--- src/rtl/bp_cce_inv_cmd_tx.sv ---
// Serialises one invalidate per sharing LCE onto the LCE command channel and
// counts inv_acks until all are returned. Optional: BP_CCE_INV_SKIP_REQ_EN masks the requestor.
module bp_cce_inv_cmd_tx #(
    parameter int num_lce_p         = 4,
    parameter int lce_id_width_p    = (num_lce_p > 1) ? $clog2(num_lce_p) : 1,
    parameter int lce_assoc_p       = 8,
    parameter int lce_assoc_width_p = (lce_assoc_p > 1) ? $clog2(lce_assoc_p) : 1,
    parameter int paddr_width_p     = 40
) (
    input  logic                                   clk_i,
    input  logic                                   reset_n_i,
    input  logic                                   start_v_i,
    output logic                                   ready_o,
    input  logic [paddr_width_p-1:0]               paddr_i,
    input  logic [lce_id_width_p-1:0]              req_lce_id_i,
    input  logic [num_lce_p-1:0]                   sharers_i,
    input  logic [num_lce_p*lce_assoc_width_p-1:0] sharer_ways_i,
    output logic                                   cmd_v_o,
    input  logic                                   cmd_ready_i,
    output logic [lce_id_width_p-1:0]              cmd_dst_id_o,
    output logic [paddr_width_p-1:0]               cmd_addr_o,
    output logic [lce_assoc_width_p-1:0]           cmd_way_o,
    input  logic                                   ack_v_i,
    output logic                                   done_v_o,
    input  logic                                   done_yumi_i,
    output logic                                   err_o
);

    localparam int cnt_width_lp = $clog2(num_lce_p + 1);

    typedef enum logic [1:0] {IDLE, SEND, WAIT, DONE} state_e;

    state_e                                 state_r, state_n;
    logic [num_lce_p-1:0]                   pend_r, pend_n, start_mask;
    logic [cnt_width_lp-1:0]                sent_r, sent_n, ack_r, ack_n;
    logic                                   err_r, err_n;
    logic [paddr_width_p-1:0]               paddr_r;
    logic [num_lce_p*lce_assoc_width_p-1:0] ways_r;
    logic [lce_id_width_p-1:0]              low_idx;
    logic                                   ready, cmd_v, done_v, start_fire, send_fire;

`ifdef BP_CCE_INV_SKIP_REQ_EN
    assign start_mask = sharers_i & ~(num_lce_p'(1) << req_lce_id_i);
`else
    logic unused_req;
    assign unused_req = ^req_lce_id_i;
    assign start_mask = sharers_i;
`endif

    always_comb begin
        low_idx = '0;
        for (int i = num_lce_p - 1; i >= 0; i--) begin
            if (pend_r[i]) low_idx = lce_id_width_p'(i);
        end
    end

    assign start_fire = (state_r == IDLE) && start_v_i;
    assign send_fire  = (state_r == SEND) && cmd_ready_i;

    always_comb begin
        state_n = state_r;
        pend_n  = pend_r;
        sent_n  = sent_r;
        ack_n   = ack_r;
        err_n   = err_r;
        ready   = 1'b0;
        cmd_v   = 1'b0;
        done_v  = 1'b0;

        case (state_r)
            IDLE: begin
                ready = 1'b1;
                if (start_fire) begin
                    pend_n  = start_mask;
                    sent_n  = '0;
                    ack_n   = '0;
                    err_n   = 1'b0;
                    state_n = (start_mask == '0) ? DONE : SEND;
                end
            end
            SEND: begin
                cmd_v = 1'b1;
                if (send_fire) begin
                    pend_n[low_idx] = 1'b0;
                    sent_n          = sent_r + cnt_width_lp'(1);
                end
            end
            WAIT: ;
            DONE: begin
                done_v = 1'b1;
                if (done_yumi_i) state_n = IDLE;
            end
            default: state_n = IDLE;
        endcase

        // An ack only counts while a command it could answer has been sent,
        // including one handshaking in this same cycle.
        if (ack_v_i) begin
            if ((state_r == SEND || state_r == WAIT) && (ack_r < sent_n)) begin
                ack_n = ack_r + cnt_width_lp'(1);
            end else begin
                err_n = 1'b1;
            end
        end

        if (state_r == SEND && send_fire && pend_n == '0) begin
            state_n = (ack_n == sent_n) ? DONE : WAIT;
        end else if (state_r == WAIT && ack_n == sent_n) begin
            state_n = DONE;
        end
    end

    always_ff @(posedge clk_i) begin
        if (!reset_n_i) begin
            state_r <= IDLE;
            pend_r  <= '0;
            sent_r  <= '0;
            ack_r   <= '0;
            err_r   <= 1'b0;
        end else begin
            state_r <= state_n;
            pend_r  <= pend_n;
            sent_r  <= sent_n;
            ack_r   <= ack_n;
            err_r   <= err_n;
        end
    end

    always_ff @(posedge clk_i) begin
        if (start_fire) begin
            paddr_r <= paddr_i;
            ways_r  <= sharer_ways_i;
        end
    end

    // Data fields are forced to zero whenever no command is offered.
    assign ready_o      = ready & reset_n_i;
    assign cmd_v_o      = cmd_v & reset_n_i;
    assign done_v_o     = done_v & reset_n_i;
    assign err_o        = err_r & reset_n_i;
    assign cmd_dst_id_o = cmd_v_o ? low_idx : '0;
    assign cmd_addr_o   = cmd_v_o ? paddr_r : '0;
    assign cmd_way_o    = cmd_v_o ? ways_r[low_idx*lce_assoc_width_p +: lce_assoc_width_p] : '0;

endmodule

--- config.mk ---
export PLATFORM = sky130hd
export DESIGN_NAME = bp_cce_inv_cmd_tx
export DESIGN_NICKNAME = d
export VERILOG_FILES = /design/src/rtl/bp_cce_inv_cmd_tx.sv
export SDC_FILE = /design/constraint.sdc
export NUM_CORES = 1
export LEC_CHECK = 0
export ABC_AREA = 1
export ABC_CLOCK_PERIOD_IN_PS = 4200
export CAP_MARGIN = 20
export CORE_MARGIN = 2
export CORE_UTILIZATION = 35
export CTS_CLUSTER_SIZE = 14
export DETAILED_ROUTE_END_ITERATION = 6
export PLACE_DENSITY = 0.62
export SETUP_SLACK_MARGIN = 0.05
export SLEW_MARGIN = 15
export SYNTH_ARGS = -nofsm -noshare
export SYNTH_HDL_FRONTEND = slang
export SYNTH_SLANG_ARGS = --single-unit
--- constraint.sdc ---
create_clock -name clk_i -period 4.2 [get_ports clk_i]
set_clock_uncertainty 0.2 [all_clocks]
set_input_delay 0.84 -clock clk_i [delete_from_list [all_inputs] [get_ports clk_i]]
set_output_delay 0.84 -clock clk_i [all_outputs]
set_load 0.005 [all_outputs]
# Word level (Yosys, flattened, before mapping)
# Cells that the tools add are included.
# classes
n_addsub	2
mul	1
div	0
magnitude_cmp	3
eq_ne	6
shifts	1
mux	33
bitwise	6
n_reduce_logical	13
# op_table
cell	count
2-to-1 mux 40 bit	1
2-to-1 mux 3 bit	7
2-to-1 mux 2 bit	10
variable part select 12 x 5 -> 3 bit	1
2-to-1 mux 1 bit	9
logical NOT 4 bit	2
2-to-1 mux 4 bit	2
case mux 4 bit (2 select lines)	1
logical AND 1 bit	7
adder 3 x 1 -> 3 bit, second input constant	2
case mux 3 bit (2 select lines)	1
AND 1 bit	4
AND 4 bit	1
== test 2 bit, second input constant	2
multiplier 2 x 2 -> 4 bit, second input constant	1
inequality test 4 x 2 -> 1 bit, second input constant	1
inequality test 4 bit, second input constant	1
NOT 4 bit	1
case mux 2 bit (2 select lines)	1
nonzero test 4 bit	1
== test 3 bit	1
less-than comparator 2 x 3 -> 1 bit, second input constant	1
less-than comparator 3 bit	1
AND reduction 3 bit	1
5 further kinds	5
# totals
regBits	65
latchBits	0
ramBits	0
rom_bits	0
inputBits	64
out_inout_bits	49
wordCells	72
memories	0

# Logic depth before layout (Yosys ltp)
# Gate-level depths: netlist (run 1).
# logic_depth
depth_word	16
depth_mapped	23
ltp_nobuf	23

# Least setup slack after synthesis (run 1)
# OpenSTA, ideal clock, no wires.
# synth_path
path_kind	input to register
startpoint	input port start_v_i
endpoint	register state_r[0]
setup_ns	0.113
t_arrival_ns	2.953
setup_slack_ns	0.935
path_stages	13
path_buffers	0
cell_sequence	nand2_1 inv_1 a22oi_1 nand2_1 nor3_2 inv_2 o211ai_1 inv_2 nand2_2 nand2_1 nand2_1 nand2_1 nor2_1
# synth_between
elab_chain_len	11
# synth_lines
item	line_no	text
from (decl)	12	input logic start_v_i,
logical AND 1 bit (*)	57	assign start_fire = (state_r == IDLE) && start_v_i;
net start_fire	40	logic ready, cmd_v, done_v, start_fire, send_fire;
2-to-1 mux 3 bit	73	if (start_fire) begin
case mux 3 bit (2 select lines)	70	case (state_r)
less-than comparator 3 bit	99	if ((state_r == SEND || state_r == WAIT) && (ack_r < sent_n)) begin
logical AND 1 bit	99	
2-to-1 mux 3 bit	99	
2-to-1 mux 3 bit	98	if (ack_v_i) begin
== test 3 bit	107, 108	
logical AND 1 bit	108	end else if (state_r == WAIT && ack_n == sent_n) begin
inequality test 4 x 2 -> 1 bit (no line) (tied with other cells)	--	
AND reduction 3 bit (no line) or 2-to-1 mux 2 bit (tied branches)	--	
to (signal assigned)	121	state_r <= state_n;
to (decl)	33	state_e state_r, state_n;
# The timed path passes the listed nets; every way through them passes the cells marked *.
# A chain may end at the register's enable or synchronous reset.

# Worst setup path in the final report (run 1)
# layout_path
startpoint	input port reset_n_i
endpoint	output port cmd_way_o[2]
# layout_between
elab_chain_len	2
# layout_lines
item	line_no	text
from (decl)	11	input logic reset_n_i,
AND 1 bit	138	assign cmd_v_o = cmd_v & reset_n_i;
2-to-1 mux 3 bit	143	assign cmd_way_o = cmd_v_o ? ways_r[low_idx*lce_assoc_width_p +: lce_assoc_width_p] : '0;
to (decl)	22	output logic [lce_assoc_width_p-1:0] cmd_way_o,
# No other way between the ends.

==> results of run 1 <==
## layout make-up
cell class | instances | area (µm²)
Fill cell | 771 | 3810
Sequential cell | 65 | 1820
Timing Repair Buffer | 113 | 1120
Multi-Input combinational cell | 167 | 845
Inverter | 69 | 259
Clock buffer | 11 | 131
Tap cell | 105 | 131
Clock inverter | 5 | 56.3
## critical path: stages
cell	delay (ns)
clkdlybuf4s50_1	0.66
nand2_1	0.15
buf_4	0.23
a31oi_1	0.16
clkdlybuf4s50_1	0.56
## per-layer routing
| metal | routed length, µm | vias up |
|---|---|---|
| met5 | 0 | - |
| met4 | 129 | 0 |
| met3 | 341 | 8 |
| met2 | 3150 | 59 |
| met1 | 2710 | 1059 |
| li1 | - | 1207 |
## flip-flops by register name, indices dropped and copies added (netlist names)
signal,cells
state_r,2
sent_r,3
paddr_r,40
err_r,1
pend_r,4
ways_r,12
ack_r,3
## stage by stage
step	instances	hold slack [ns]	cell area [µm²]	utilization (%)
final	535	0.285	4370	53.4
after global routing	535	0.333	4370	53.4
after CTS	535	0.292	4370	53.4
after detailed placement	519	0.281	4180	51.1
after global placement	519	0.272	4180	51.1
after floorplan	306	0.250	2950	-
## layout by cell type (no fill, tap or decap), types with 4 or more instances in the layout
master           instances
clkdlybuf4s50_1        110
inv_1                   61
nor2_1                  59
edfxtp_1                52
nand2_1                 46
dfxtp_1                 13
clkbuf_8                 9
nand3_1                  8
inv_2                    7
nand4_1                  7
ha_1                     6
nand2_2                  5
o21ai_0                  4
## report_power, final
group	internal, mW	switching [mW]
Clock	0.274	0.235
Combinational	0.348	0.458
Sequential	0.873	0.0470
Total	1.49	0.739
## cell families after synthesis
family                     synth area share [%]
AOI/OAI and AO/OA                          4.97
xor gates and xnor gates                  0.297
DFF                                        61.9
and+or+nand+nor                            20.9
buffers and inverters                      9.47
adders and majority gates                  2.55
## final timing paths
kind / depth (start not counted) / slack [ns] / end
setup / recovery: 5 / 0.56 / cmd_way_o[2]
hold / removal: 2 / 0.28 / err_r
setup reg to reg: 15 / 1.42 / state_r[0]
hold reg to reg: 2 / 0.28 / err_r
==> impl_metrics.ini, run 1 <==
[cts]
root_buffer = clkbuf_8
cts_tree = built
clk_latency_ns = 0.33
cts_buffers = 9
ctsResizeCount = 0
htreeDepth = 3
cts_setup_buffers = 0
hold_buffers = 0
clock-sinks = 65
clkSlewWorstSetupHoldPaths_ns = 0.07
cts_buffer_depth = 2

[sta]
fin_crit_ns = 3.64
clock.fmax_ghz = 0.275
relSlewSlack_pct = 56.0
drv_slew = 0
setup_slack_ns = 0.562
rsz0062_at_grt = no
final.setup.tns_ns = 0
finalHoldViolCount = 0
min_period_over_period_pct = 86.6
finalSetupViolations = 0
tightest_slew_ns = 0.660

[setup_path]
end_kind = output pin
start_kind = input port
critPathRequiredTime_ns = 3.16
cp.arrival_ns = 2.60
crit_path_max_fanout = 23
r2r-start = state_r[1]
startpoint = reset_n_i
critPathKind = input port to output pin

[status]
outcome = complete, no violations

[finish]
area.growth.synth_to_final_pct = 48.3
final_nets = 495
final_layout_size_suffix_gt1_share_pct = 9.77
diodes = 0

[synth]
synth_top_cell_by_area = edfxtp_1
yosysSeqAreaShare_pct = 61.9
synth_cells = 306
yosysUniqueCellTypes = 31
syn-num-nets = 376
async_flop_share_pct = 0
synth_ff_type = edfxtp_1
netlist_area_mm2 = 0.00295
synth_edf_count = 52
synth_top_area_share_pct = 53.0
syn_area_per_cell_um2 = 9.63
synth_top_cells_by_count = inv_1 (62), nor2_1 (59), edfxtp_1 (52), nand2_1 (46), dfxtp_1 (13)
ys_top_cells_by_area = edfxtp_1 (53%), dfxtp_1 (8.8%), inv_1 (7.9%), nor2_1 (7.5%), nand2_1 (5.9%)
ys_ff_latch = 65
synth_most_common_cell = inv_1
ys_warn_count = 0

[die]
dieWidth_um = 95.7
start_util_pct = 36.0
die_h_um = 95.7
rows = 33
dieArea_mm2 = 0.00917
ios = 113
coreArea_mm2 = 0.00818

[pwr]
total_leakage_power_nw = 1.82
power_mw = 2.23
cellPowerDensity_mw_per_mm2 = 511
vdd_ir_drop_max_uv = 220

[drt]
wl_um = 6330
drcViolationCount = 0
drtIter0Drc = 74
vias = 2333
routedWlPerCell_um = 11.8
drt_first_pass_iters = 4
viasPerCell = 4.36
postRouteAntennaNets = 0

[placement]
hpwl_um = 4760
place_ws_ns = 0.560
port_buffers = 110
gp_congestion = 0.834

[worst_hold_path]
min-delay-start = err_r
min_path_type = register to register

[global_routing]
grt_usage_pct = 14.2
antenna_found_initial = 0
gr-usage-met3_pct = 2.43
use_met2_pct = 23.6
grtUsageMet1_pct = 17.7
overflow = 0
grt_pass1_wl_um = 9920
grt.busiest_layer = met2
grt_max_degree = 32
grt_pass1_vias = 2127

[flow_run]
drv_cap = 0
No activity file was read; power rests on OpenSTA's default activity.
==> run 2, diff against run 1 <==
--- a/config.mk
+++ b/config.mk
@@ -10,7 +10,6 @@
 export CAP_MARGIN = 20
 export CORE_MARGIN = 2
 export CORE_UTILIZATION = 35
-export CTS_CLUSTER_SIZE = 14
 export DETAILED_ROUTE_END_ITERATION = 6
 export PLACE_DENSITY = 0.62
 export SETUP_SLACK_MARGIN = 0.05
==> results of run 2 <==
No change in the layout: final DEF, timing and power equal those of run 1.
